--- config.mk ---
export PLATFORM = sky130hd
export DESIGN_NAME = vga_timing
export DESIGN_NICKNAME = d
export VERILOG_FILES = /design/src/rtl/vga_pkg.sv /design/src/rtl/wrap_counter.sv /design/src/rtl/vga_timing.sv
export SDC_FILE = /design/constraint.sdc
export NUM_CORES = 1
export LEC_CHECK = 0
export CAP_MARGIN = 15
export CORE_MARGIN = 3
export CORE_UTILIZATION = 40
export CTS_CLUSTER_SIZE = 24
export DETAILED_ROUTE_END_ITERATION = 7
export PLACE_DENSITY = 0.72
export RECOVER_POWER = 100
export SETUP_SLACK_MARGIN = 0.15
export SLEW_MARGIN = 0
export SYNTH_ARGS = -nofsm -noshare
export SYNTH_HDL_FRONTEND = slang
export SYNTH_HIERARCHICAL = 1
export SYNTH_SLANG_ARGS = --single-unit
export TNS_END_PERCENT = 20
--- constraint.sdc ---
create_clock -name clk -period 3 [get_ports clk]
set_input_delay 0.6 -clock clk [delete_from_list [all_inputs] [get_ports clk]]
set_output_delay 0.6 -clock clk [all_outputs]
set_load 0.01 [all_outputs]
--- src/rtl/vga_pkg.sv ---
// Shared VGA 640x480 timing constants for the timing block and the pixel generator.
package vga_pkg;
    localparam int VGA_CLKS_PER_PIXEL = 4;

    localparam int VGA_H_TOTAL      = 800;
    localparam int VGA_H_VIS_START  = 48;
    localparam int VGA_H_VIS_END    = 688;
    localparam int VGA_H_SYNC_START = 704;

    localparam int VGA_V_TOTAL      = 525;
    localparam int VGA_V_VIS_START  = 33;
    localparam int VGA_V_VIS_END    = 513;
    localparam int VGA_V_SYNC_START = 523;

    localparam int COORD_W = 10;
    typedef logic [COORD_W-1:0] coord_t;

    // Half-open interval test lo <= v < hi.
    function automatic logic in_range(coord_t v, coord_t lo, coord_t hi);
        return (v >= lo) && (v < hi);
    endfunction
endpackage

--- src/rtl/wrap_counter.sv ---
// Modulo counter with carry-in; exposes its successor value and a carry-out.
module wrap_counter #(
    parameter int WIDTH   = 10,
    parameter int MODULUS = 800
) (
    input  logic             clk,
    input  logic             rst,
    input  logic             en_i,
    input  logic             inc_i,
    output logic [WIDTH-1:0] count_o,
    output logic [WIDTH-1:0] next_o,
    output logic             wrap_o
);
    localparam logic [WIDTH-1:0] MAX = WIDTH'(MODULUS - 1);

    logic [WIDTH-1:0] count_q, count_d;
    logic             at_max;

    assign at_max = (count_q == MAX);

    // next_o is the value taken on the next enabled clock, so it folds in the carry.
    always_comb begin
        count_d = count_q;
        if (inc_i) count_d = at_max ? '0 : count_q + 1'b1;
    end

    always_ff @(posedge clk or posedge rst) begin
        if (rst)       count_q <= '0;
        else if (en_i) count_q <= count_d;
    end

    assign count_o = count_q;
    assign next_o  = count_d;
    assign wrap_o  = inc_i & at_max;
endmodule

--- src/rtl/vga_timing.sv ---
// VGA raster timing: pixel-rate divider, column/row counters, registered sync and colour.
module vga_timing
    import vga_pkg::*;
#(
    parameter int CLKS_PER_PIXEL = VGA_CLKS_PER_PIXEL,
    parameter int H_TOTAL        = VGA_H_TOTAL,
    parameter int H_VIS_START    = VGA_H_VIS_START,
    parameter int H_VIS_END      = VGA_H_VIS_END,
    parameter int H_SYNC_START   = VGA_H_SYNC_START,
    parameter int V_TOTAL        = VGA_V_TOTAL,
    parameter int V_VIS_START    = VGA_V_VIS_START,
    parameter int V_VIS_END      = VGA_V_VIS_END,
    parameter int V_SYNC_START   = VGA_V_SYNC_START
) (
    input  logic       clk,
    input  logic       reset,
    input  logic [7:0] color_in,
    output logic       req,
    output logic [9:0] col,
    output logic [9:0] row,
    output logic [9:0] next_col,
    output logic [9:0] next_row,
    output logic       hsync,
    output logic       vsync,
    output logic [7:0] rgb,
    output logic       frame_start
);
    localparam int               DIV_W   = $clog2(CLKS_PER_PIXEL);
    localparam logic [DIV_W-1:0] DIV_MAX = DIV_W'(CLKS_PER_PIXEL - 1);

    localparam coord_t HVS = coord_t'(H_VIS_START);
    localparam coord_t HVE = coord_t'(H_VIS_END);
    localparam coord_t HSS = coord_t'(H_SYNC_START);
    localparam coord_t HT  = coord_t'(H_TOTAL);
    localparam coord_t VVS = coord_t'(V_VIS_START);
    localparam coord_t VVE = coord_t'(V_VIS_END);
    localparam coord_t VSS = coord_t'(V_SYNC_START);
    localparam coord_t VT  = coord_t'(V_TOTAL);

    logic [DIV_W-1:0] div_q, div_d;
    logic             col_wrap, row_wrap;
    logic             hsync_q, hsync_d, vsync_q, vsync_d;
    logic [7:0]       rgb_q, rgb_d;

    assign div_d = (div_q == DIV_MAX) ? '0 : div_q + 1'b1;
    assign req   = (div_q == DIV_MAX);

    always_ff @(posedge clk or posedge reset) begin
        if (reset) div_q <= '0;
        else       div_q <= div_d;
    end

    wrap_counter #(.WIDTH(COORD_W), .MODULUS(H_TOTAL)) u_col (
        .clk(clk), .rst(reset), .en_i(req), .inc_i(1'b1),
        .count_o(col), .next_o(next_col), .wrap_o(col_wrap)
    );

    wrap_counter #(.WIDTH(COORD_W), .MODULUS(V_TOTAL)) u_row (
        .clk(clk), .rst(reset), .en_i(req), .inc_i(col_wrap),
        .count_o(row), .next_o(next_row), .wrap_o(row_wrap)
    );

    assign frame_start = req & row_wrap;

    // Outputs are computed for the pixel being entered so they switch with col/row.
    always_comb begin
        hsync_d = ~in_range(next_col, HSS, HT);
        vsync_d = ~in_range(next_row, VSS, VT);
        rgb_d   = 8'h00;
        if (in_range(next_col, HVS, HVE) && in_range(next_row, VVS, VVE)) rgb_d = color_in;
    end

    always_ff @(posedge clk or posedge reset) begin
        if (reset) begin
            hsync_q <= 1'b1;
            vsync_q <= 1'b1;
            rgb_q   <= 8'h00;
        end else if (req) begin
            hsync_q <= hsync_d;
            vsync_q <= vsync_d;
            rgb_q   <= rgb_d;
        end
    end

    assign hsync = hsync_q;
    assign vsync = vsync_q;
    assign rgb   = rgb_q;
endmodule

Word-level counts from Yosys, hierarchy flattened:

Index checks and enable logic that the tools add are counted.

* input bits: 10
* flip-flop bits (word level): 32

* $lt $le $gt $ge: 8
* equality and inequality tests: 3
* add/subtract/negate cells: 3
* multiplexer cells: 5
* bitwise gates (word level): 4
* reduce and logical (&&, ||, !) cells: 5

Operators by type and width (count)
* $lt A10 B10 Y1 const B: 4
* $mux W10: 3
* $add A10 B1 Y10 const B: 2
* $eq A10 B10 Y1 const B: 2
* $ge A10 B10 Y1 const B: 2
* $ge A10 B6 Y1 const B: 2
* $mux W8: 1
* $logic_and A1 B1 Y1: 5
* $add A2 B1 Y2 const B: 1
* $and A1 B1 Y1: 2
* $eq A2 B2 Y1 const B: 1
* $mux W2: 1
* $not A1 Y1: 2

Logic depth before layout (Yosys ltp):

Gate-level depths: netlist (run 1).

* depth after elaboration: 7
* mapped depth: 10

Modules after synthesis:

Netlist (run 1), hierarchy kept.

Modules (own cells, without submodules)
* wrap_counter (u_col): times used 1, cells an instance 89, sequential area each 250.2 µm², area an instance 759.5 µm²
* wrap_counter (u_row): times used 1, cells an instance 87, sequential area each 250.2 µm², area an instance 740.7 µm²
* vga_timing: times used 1, cells an instance 69, sequential area each 302.8 µm², area an instance 656.9 µm²

Worst setup path after synthesis (run 1):

Ideal clock, no wire load.

* path type: register -> register
* start point: register u_col.count_q[0], in the netlist u_col/count_o[0]
* end point: register rgb_q[0], in the netlist rgb[0]
* stages on the path, launching flop included: 11
* arrival time: 2.884 ns
* period minus slack after synthesis: 3.021 ns
* data required time: 2.863 ns
* buffers on the path: 0
* path slack: -0.021 ns
* cell sequence: dfrtp_1 -> ha_1 -> nand2_1 -> nor4_4 -> nand3_1 -> nor3_1 -> xor2_1 -> nor3_2 -> and4_4 -> a311oi_4 -> o32ai_1

* longest elaborated chain between the ends: 6
* elaborated cells on any way between the ends: 12
* those cells by class: 1 x add/sub; 4 x order compare; 1 x eq/ne; 3 x mux; 3 x reduce/logical

RTL lines
* from (decl): line wrap_counter.sv:16 `logic [WIDTH-1:0] count_q, count_d;`
* from (signal assigned): line wrap_counter.sv:29 `else if (en_i) count_q <= count_d;`
* $eq A10 B10 Y1 *: line wrap_counter.sv:19 `assign at_max = (count_q == MAX);`
* net col_wrap: line vga_timing.sv:41 `logic col_wrap, row_wrap;`
* $mux W10 *: line wrap_counter.sv:24 `if (inc_i) count_d = at_max ? '0 : count_q + 1'b1;`
* net next_row[8]: line vga_timing.sv:22 `output logic [9:0] next_row,`
* $ge A10 B6 Y1 / $lt A10 B10 Y1 (equally long branches): line vga_pkg.sv:20 `return (v >= lo) && (v < hi);`
* $logic_and A1 B1 Y1 *: line vga_pkg.sv:20
* $logic_and A1 B1 Y1 *: line vga_timing.sv:70 `if (in_range(next_col, HVS, HVE) && in_range(next_row, VVS, VVE)) rgb_d = color_in;`
* $mux W8 *: line vga_timing.sv:70
* to (signal assigned): line vga_timing.sv:81 `rgb_q <= rgb_d;`
* to (decl): line vga_timing.sv:43 `logic [7:0] rgb_q, rgb_d;`

Mark *: on every way through the listed nets, which the timed path passes. The rest lies on a longest branch.
A chain may end at the register's enable or synchronous reset.

Worst setup path after layout (run 1):

* start point: register u_col.count_q[0], in the netlist u_col/count_o[0]
* end point: output next_col[9]

* longest elaborated chain between the ends: 2
* elaborated cells on any way between the ends: 3
* those cells by class: 1 x add/sub; 1 x eq/ne; 1 x mux

RTL lines
* $eq A10 B10 Y1: line wrap_counter.sv:19
* net col_wrap: line vga_timing.sv:41
* $mux W10: line wrap_counter.sv:24
* to (decl): line vga_timing.sv:21 `output logic [9:0] next_col,`

The timed path passes the listed nets, and every way through them passes these cells.

==> results of run 1 <==
[final cells by class]
cell class	count	area [um^2]
fillers	431	1970
multi-input cells	171	1300
flip-flops and latches	32	805
repair buffers	90	792
inverters	30	113
well taps	70	87.6
clock buffers	6	72.6
clock inverters	2	35.0
[cell families (layout without fill, tap and decap cells)]
logic type / Yosys count / count (layout)
DFF: 32 / 32
xor gates and xnor gates: 17 / 17
muxes: 1 / 1
adders and majority gates: 4 / 4
buffers and inverters: 43 / 128
AOI/OAI and AO/OA: 54 / 54
other: 1 / 2
and+or+nand+nor: 93 / 93
[layer usage]
metal / share of wire / track usage / wire, um
met1: 0.46 / 0.259 / 2770
met4: 0.0089 / 0.0601 / 53
met2: 0.49 / 0.321 / 2920
met3: 0.039 / 0.0305 / 232
met5: 0 / 0 / 0
[layout by cell type (no fill, tap or decap), types with 3 or more instances in the layout]
cell / count
dlygate4sd3_1: 34
inv_1: 29
dfrtp_1: 29
buf_4: 22
nand2_1: 19
clkdlybuf4s50_1: 16
nor2_1: 10
dlygate4sd2_1: 9
nand3_1: 8
o21ai_0: 8
xor2_1: 8
a21oi_1: 7
nand4_1: 7
and4_1: 6
nor4_1: 6
clkbuf_1: 6
xnor2_1: 6
o32ai_1: 5
clkbuf_8: 5
o311ai_0: 5
nor3_1: 4
a31oi_1: 4
or3_1: 4
a21oi_2: 4
o32ai_2: 3
ha_1: 3
o221ai_1: 3
o31ai_1: 3
xor2_2: 3
[timing repair]
| action | in CTS | in global routing |
|---|---|---|
| gates resized for setup | 29 | 7 |
| gates cloned | 0 | 0 |
| pin swaps | 4 | 6 |
| setup endpoints to repair | 27 | 24 |
| buffers inserted | 6 | 3 |
[report_power, final]
part | switching, mW | leakage (nW) | internal (mW)
logic | 0.195 | 1.02 | 0.190
clock network | 0.158 | 0.0552 | 0.246
registers | 0.0280 | 0.398 | 0.459
total | 0.382 | 1.47 | 0.895
[per-stage QoR]
stage,area [um^2],utilization
5_1_grt,3200,0.619
3_5_place_dp,3000,0.580
3_3_place_gp,3000,0.580
6_report,3200,0.619
4_1_cts,3180,0.614
2_1_floorplan,2220,-
[state kept, by name (all words and copies together), names as in the netlist]
| name | cells |
|---|---|
| u_col/count_o | 10 |
| rgb | 8 |
| div_q | 2 |
| vsync | 1 |
| u_row/count_o | 10 |
| hsync | 1 |
[worst paths after layout]
check	slack [ns]	to	depth (start not counted)
setup / recovery	0.11	next_col[9]	7
hold / removal	0.43	div_q[0]	1
setup reg to reg	0.19	rgb[6]	13
hold reg to reg	0.43	div_q[0]	1
max in group asynchronous	1.86	hsync	2
min in group asynchronous	0.79	u_col/count_o[5]	2
==> out/results.ini, run 1 <==
[synth]
synth_edf_count=0
synth_compound_gate_area_share=0.183
synth.distinct_cells=52
synthTopCellsByCount=dfrtp_1 (30), inv_1 (30), nand2_1 (20), a21oi_1 (11), xor2_1 (11)
seq_area_frac_synth=0.372
synth_top_family_by_area=simple AND/OR/NAND/NOR gates
synthArstFlopShare=1.00
synthCells=245
yosysTopAreaCell=dfrtp_1
syn-mean-instance-area_um2=8.80
yosys.area_share.adder=0.0232
synth_ff_type=dfrtp_1
syn_area_mm2=0.00216
yosysWarnings=6
ys_seq_elements=32
synthMuxAreaShare=0.00464
synth-xor-area-share=0.0690
synth_top_area_frac=0.348
yosys-top-cells-area=dfrtp_1 (35%), inv_1 (5.2%), xor2_1 (4.5%), nand2_1 (3.5%), o32ai_1 (3.2%)
synth_simple_gate_area_frac=0.264

[place]
gp_congestion=0.875
dp_hpwl_um=4320
port_buffers=61
dp_slack_ns=-0.000929
placed_cells=384

[die]
core_area_mm2=0.00517
die_h_um=79.4
start_util=0.417
io_pins=62
num_rows=26
fp.dieW_um=79.4
die_area_mm2=0.00631

[global_route]
grt_pass1_vias=2045
grt_overflow=0
antenna_found_initial=0
grt_pass1_wl_um=9800
grt_max_degree=13
track_usage=0.194

[routing]
drc_errors=0
drt_iter0_markers=106
ant_nets=0
wl_per_cell_um=14.9
via_per_inst=5.38
firstDrtPassIters=4
totalWireLength_um=5980
vias=2159

[cts]
clk_latency_ns=0.28
cts_buffers=5
clk_path_buf_depth=2
tritoncts=built
clk_pin_slew_ns=0.07
ctsHoldBuffers=0
clock-root-buffer=clkbuf_8
cts_sinks=32
cts.htree.levels=2

[setup_path]
cpPeakStageDelay_ns=0.59
critPathMaxFanout=9
path_buf_inv=3
cp_slowest_cell=clkdlybuf4s50_1
r2r-start=u_col/count_o[5]
crit_arrival_ns=2.29
path_cells=ha_2 -> nand2_2 -> nor4_4 -> buf_4 -> clkbuf_2 -> a21oi_2 -> clkdlybuf4s50_1
crit_path_start=u_col/count_o[0]
crit_family=buffers and inverters
crit_path_start_kind=flip-flop
worstPathRequired_ns=2.40
crit_type=reg2out
cp-end-kind=primary output

[timing]
slew_viol_final=0
final.setup_skew_ns=0.00698
fin_crit_sh=0.962
slew_headroom=0.566
tightest_slew_ns=0.645
finalHoldViolCount=0
setup-violations-final=0
fmax_ghz=0.346
hold-worst-slack_ns=0.426
fin_ws_ns=0.114
rsz0062_at_grt=yes
fin_setup_tns_ns=0
fin_crit_ns=2.89

[final_layout]
diodes=0
area_growth_pct=48.5
drive_above_1_share=0.205
nets=344
fin_cells=401

[power]
p_total_mw=1.28
power_density_mw_per_mm2=399
power_leakage_nw=1.47
vdd_ir_drop_max_v=0.000199

[worst_hold_path]
hold_path.class=reg2reg
hp-start=div_q[0]

[status]
status=finished, final reports clean

[run]
cap_violations=0

Note: power is estimated with default switching activity, not from simulation.
==> run 2: changes to the inputs <==
--- a/config.mk
+++ b/config.mk
@@ -10,12 +10,11 @@
 export CORE_UTILIZATION = 40
 export CTS_CLUSTER_SIZE = 24
 export DETAILED_ROUTE_END_ITERATION = 7
-export PLACE_DENSITY = 0.72
+export PLACE_DENSITY = 0.71
 export RECOVER_POWER = 100
 export SETUP_SLACK_MARGIN = 0.15
 export SLEW_MARGIN = 0
 export SYNTH_ARGS = -nofsm -noshare
 export SYNTH_HDL_FRONTEND = slang
-export SYNTH_HIERARCHICAL = 1
 export SYNTH_SLANG_ARGS = --single-unit
 export TNS_END_PERCENT = 20
==> run 2 against run 1 <==
Effect of this change:
- largest cell class unchanged
- final cell count shrank 3.0%
- non-clock buffer count up 1
- die area increased by 4.1%
- combinational power is 95% lower
- the flow now finishes with violations (capacitance limit, slew limit)
- register-to-register slack gained 0.10 ns
- power shrank 38%
- largest power group unchanged
==> out/results.ini, run 2 <==
[status]
status=complete, but fails checks  ; was finished, final reports clean
violations=capacitance limit, slew limit

[timing]
slew_viol_final=33  ; was 0
fin_crit_ns=2.87  ; was 2.89 ns
fin_crit_sh=0.958  ; was 0.962
final.setup_skew_ns=0.00768  ; was 0.00698 ns
setup-violations-final=0  ; unchanged
rsz0062_at_grt=yes  ; unchanged
fin_setup_tns_ns=0  ; unchanged
finalHoldViolCount=0  ; unchanged
fmax_ghz=0.348  ; was 0.346 GHz
tightest_slew_ns=1.74  ; was 0.645 ns
slew_headroom=-0.161  ; was 0.566

[final_layout]
area_growth_pct=41.4  ; was 48.5%
nets=332  ; was 344
finish.utilization=0.605  ; was 0.619
final_common_cell=dlygate4sd3_1  ; unchanged
diodes=0  ; unchanged
fillers=495  ; was 431
drive_above_1_share=0.194  ; was 0.205
mostFrequentLayoutCells=dlygate4sd3_1 (31), dfrtp_1 (30), nand2_1 (21), buf_4 (20), clkdlybuf4s50_1 (15)  ; was dlygate4sd3_1 (34), inv_1 (29), dfrtp_1 (29), buf_4 (22), nand2_1 (19)

[setup_path]
worstPathRequired_ns=2.40  ; about the same
cpPeakStageDelay_ns=0.65  ; was 0.59 ns
path_buf_inv=1  ; was 3
cp_slowest_cell=dlygate4sd3_1  ; was clkdlybuf4s50_1
path_cells=ha_2 -> and4_2 -> and4_1 -> a211oi_2 -> dlygate4sd3_1  ; was ha_2 -> nand2_2 -> nor4_4 -> buf_4 -> clkbuf_2 -> a21oi_2 -> clkdlybuf4s50_1
crit_type=reg2out  ; unchanged
crit_arrival_ns=2.27  ; was 2.29 ns
critPathMaxFanout=5  ; was 9
crit_family=buffers and inverters  ; unchanged
crit_path_start_kind=flip-flop  ; unchanged
cp-end-kind=primary output  ; unchanged

[synth]
synth_ff_type=dfrtp_1  ; unchanged
synth_nets=253
yosysTopAreaCell=dfrtp_1  ; unchanged
synth_compound_gate_area_share=0.207  ; was 0.183
synth_top_family_by_area=simple AND/OR/NAND/NOR gates  ; unchanged
synth.distinct_cells=65  ; was 52
synthTopCellsByCount=dfrtp_1 (30), nand2_1 (21), inv_1 (14), nand3_1 (14), xnor2_1 (14)  ; was dfrtp_1 (30), inv_1 (30), nand2_1 (20), a21oi_1 (11), xor2_1 (11)
yosys-top-cells-area=dfrtp_1 (33%), xnor2_1 (5.4%), nand2_1 (3.5%), a22o_1 (3.1%), nand3_1 (3.1%)  ; was dfrtp_1 (35%), inv_1 (5.2%), xor2_1 (4.5%), nand2_1 (3.5%), o32ai_1 (3.2%)
synthArstFlopShare=1.00  ; unchanged
yosysWarnings=0  ; was 6
synthCells=239  ; was 245
synth_simple_gate_area_frac=0.252  ; was 0.264
syn-mean-instance-area_um2=9.43  ; was 8.80 um^2
yosys.cell_count.top_type=dfrtp_1
ys_seq_elements=32  ; unchanged
synth_edf_count=0  ; unchanged
synthMuxAreaShare=0.0294  ; was 0.00464
synth_top_area_frac=0.333  ; was 0.348
synth-xor-area-share=0.0700  ; was 0.0690
syn_area_mm2=0.00225  ; was 0.00216 mm^2
yosys.area_share.adder=0.0222  ; was 0.0232
seq_area_frac_synth=0.356  ; was 0.372

[cts]
cts_sinks=32  ; unchanged
clk_path_buf_depth=2  ; unchanged
clk_pin_slew_ns=0.07  ; about the same
cts.htree.levels=2  ; unchanged
tritoncts=built  ; unchanged
clk_latency_ns=0.28  ; about the same
cts_buffers=5  ; unchanged
clock-root-buffer=clkbuf_8  ; unchanged

[routing]
vias=2204  ; was 2,159
ant_nets=0  ; unchanged
totalWireLength_um=6200  ; was 5980 um
wl_per_cell_um=15.9  ; was 14.9 um
via_per_inst=5.67  ; was 5.38
drc_errors=0  ; unchanged
drt_iter0_markers=176  ; was 106
firstDrtPassIters=4  ; unchanged

[die]
start_util=0.428  ; was 0.417
fp.dieW_um=81.1  ; was 79.4 um
die_area_mm2=0.00657  ; was 0.00631 mm^2
io_pins=62  ; unchanged
core_area_mm2=0.00527  ; was 0.00517 mm^2
die_h_um=81.1  ; was 79.4 um
num_rows=26  ; unchanged

[power]
power_frac_clock=0.428  ; was 0.317
combPwrFrac=0.026  ; was 0.302
p_seq_frac=0.547  ; was 0.381
p_total_mw=0.789  ; was 1.28 mW
p_switching_mw=0.183  ; was 0.382 mW
power_density_mw_per_mm2=248  ; was 399 mW/mm^2
swShare=0.232  ; was 0.299
intPower_mw=0.606  ; was 0.895 mW
power_leakage_nw=1.38  ; was 1.47 nW
vdd_ir_drop_max_v=0.000238  ; was 0.000199 V

[worst_hold_path]
hold_path.class=reg2reg  ; unchanged

[global_route]
grt_pass1_vias=2198  ; was 2,045
grt_pass1_wl_um=10500  ; was 9800 um
grt_overflow=0  ; unchanged
grt_max_degree=33  ; was 13
antenna_found_initial=0  ; unchanged
track_usage=0.205  ; was 0.194

[place]
gp_congestion=0.893  ; was 0.875
dp_hpwl_um=4570  ; was 4320 um
port_buffers=61  ; unchanged

[run]
cap_violations=1  ; was 0

[run 2: cell type report]
class / count / area [um^2] / area share
multi-input combinational: 174 / 1360 / 0.427
sequential: 32 / 803 / 0.252
timing repair buffer: 91 / 791 / 0.248
tap: 70 / 87.6 / 0.0275
clock buffer: 5 / 68.8 / 0.0216
inverter: 14 / 52.6 / 0.0165
clock inverter: 3 / 23.8 / 0.00746
[run 2: cell families after synthesis]
logic type,after synthesis
and+or+nand+nor,90
AOI/OAI and AO/OA,56
buffers and inverters,33
DFF,32
xor gates and xnor gates,18
muxes,6
adders and majority gates,4
[run 2: worst paths after layout]
path                                   from          endpoint  slack (ns)  depth (start not counted)
max in group asynchronous             reset  u_col.count_o[5]        0.62                          3
setup reg to reg           u_col.count_o[4]            rgb[0]        0.29                         10
hold / removal                     div_q[0]          div_q[0]        0.42                          1
hold reg to reg                    div_q[0]          div_q[0]        0.42                          1
min in group asynchronous             reset            rgb[1]        1.37                          3
setup / recovery           u_col.count_o[0]       next_col[8]        0.13                          5
[run 2: metrics by stage]
stage,worst slack [ns],hold WS [ns],cell area (um^2),instances
6_report,0.127,0.424,3190,389
5_1_grt,0.0484,0.442,3190,389
4_1_cts,0.132,0.428,3240,387
3_5_place_dp,0.141,0.418,3060,378
3_3_place_gp,0.133,0.416,3060,378
2_1_floorplan,0.223,0.403,2250,239
[run 2: power by group through the flow]
stage	Clock, mW	Combinational, mW	Sequential, mW
detailed placement	0	0.0218	0.440
floorplan	0	0.00645	0.440
global route	0.370	0.0228	0.431
finish	0.337	0.0201	0.431
CTS	0.348	0.0219	0.431
global placement	0	0.0215	0.440
[run 2: layer usage]
metal	track usage	wire, um	part of all wire
met3	0.0510	359	0.058
met2	0.334	2920	0.47
met1	0.271	2820	0.45
met5	0	0	0
met4	0.0574	100	0.016
[run 2: worst register-to-register path, stage by stage (launching register included)]
cell and delay [ns]:
dfrtp_1 0.40, clkbuf_1 0.35, nand3_1 0.18, or4_1 0.50, o311ai_1 0.12, clkbuf_1 0.21
a31oi_1 0.06, a31oi_1 0.33, a211oi_4 0.07, buf_4 0.18, a22o_1 0.20
[run 2: timing repair]
action	in CTS	in global routing
pin swaps	5	2
setup endpoints to repair	18	16
hold buffers	0	0
resized for setup	39	2
setup buffers	1	2
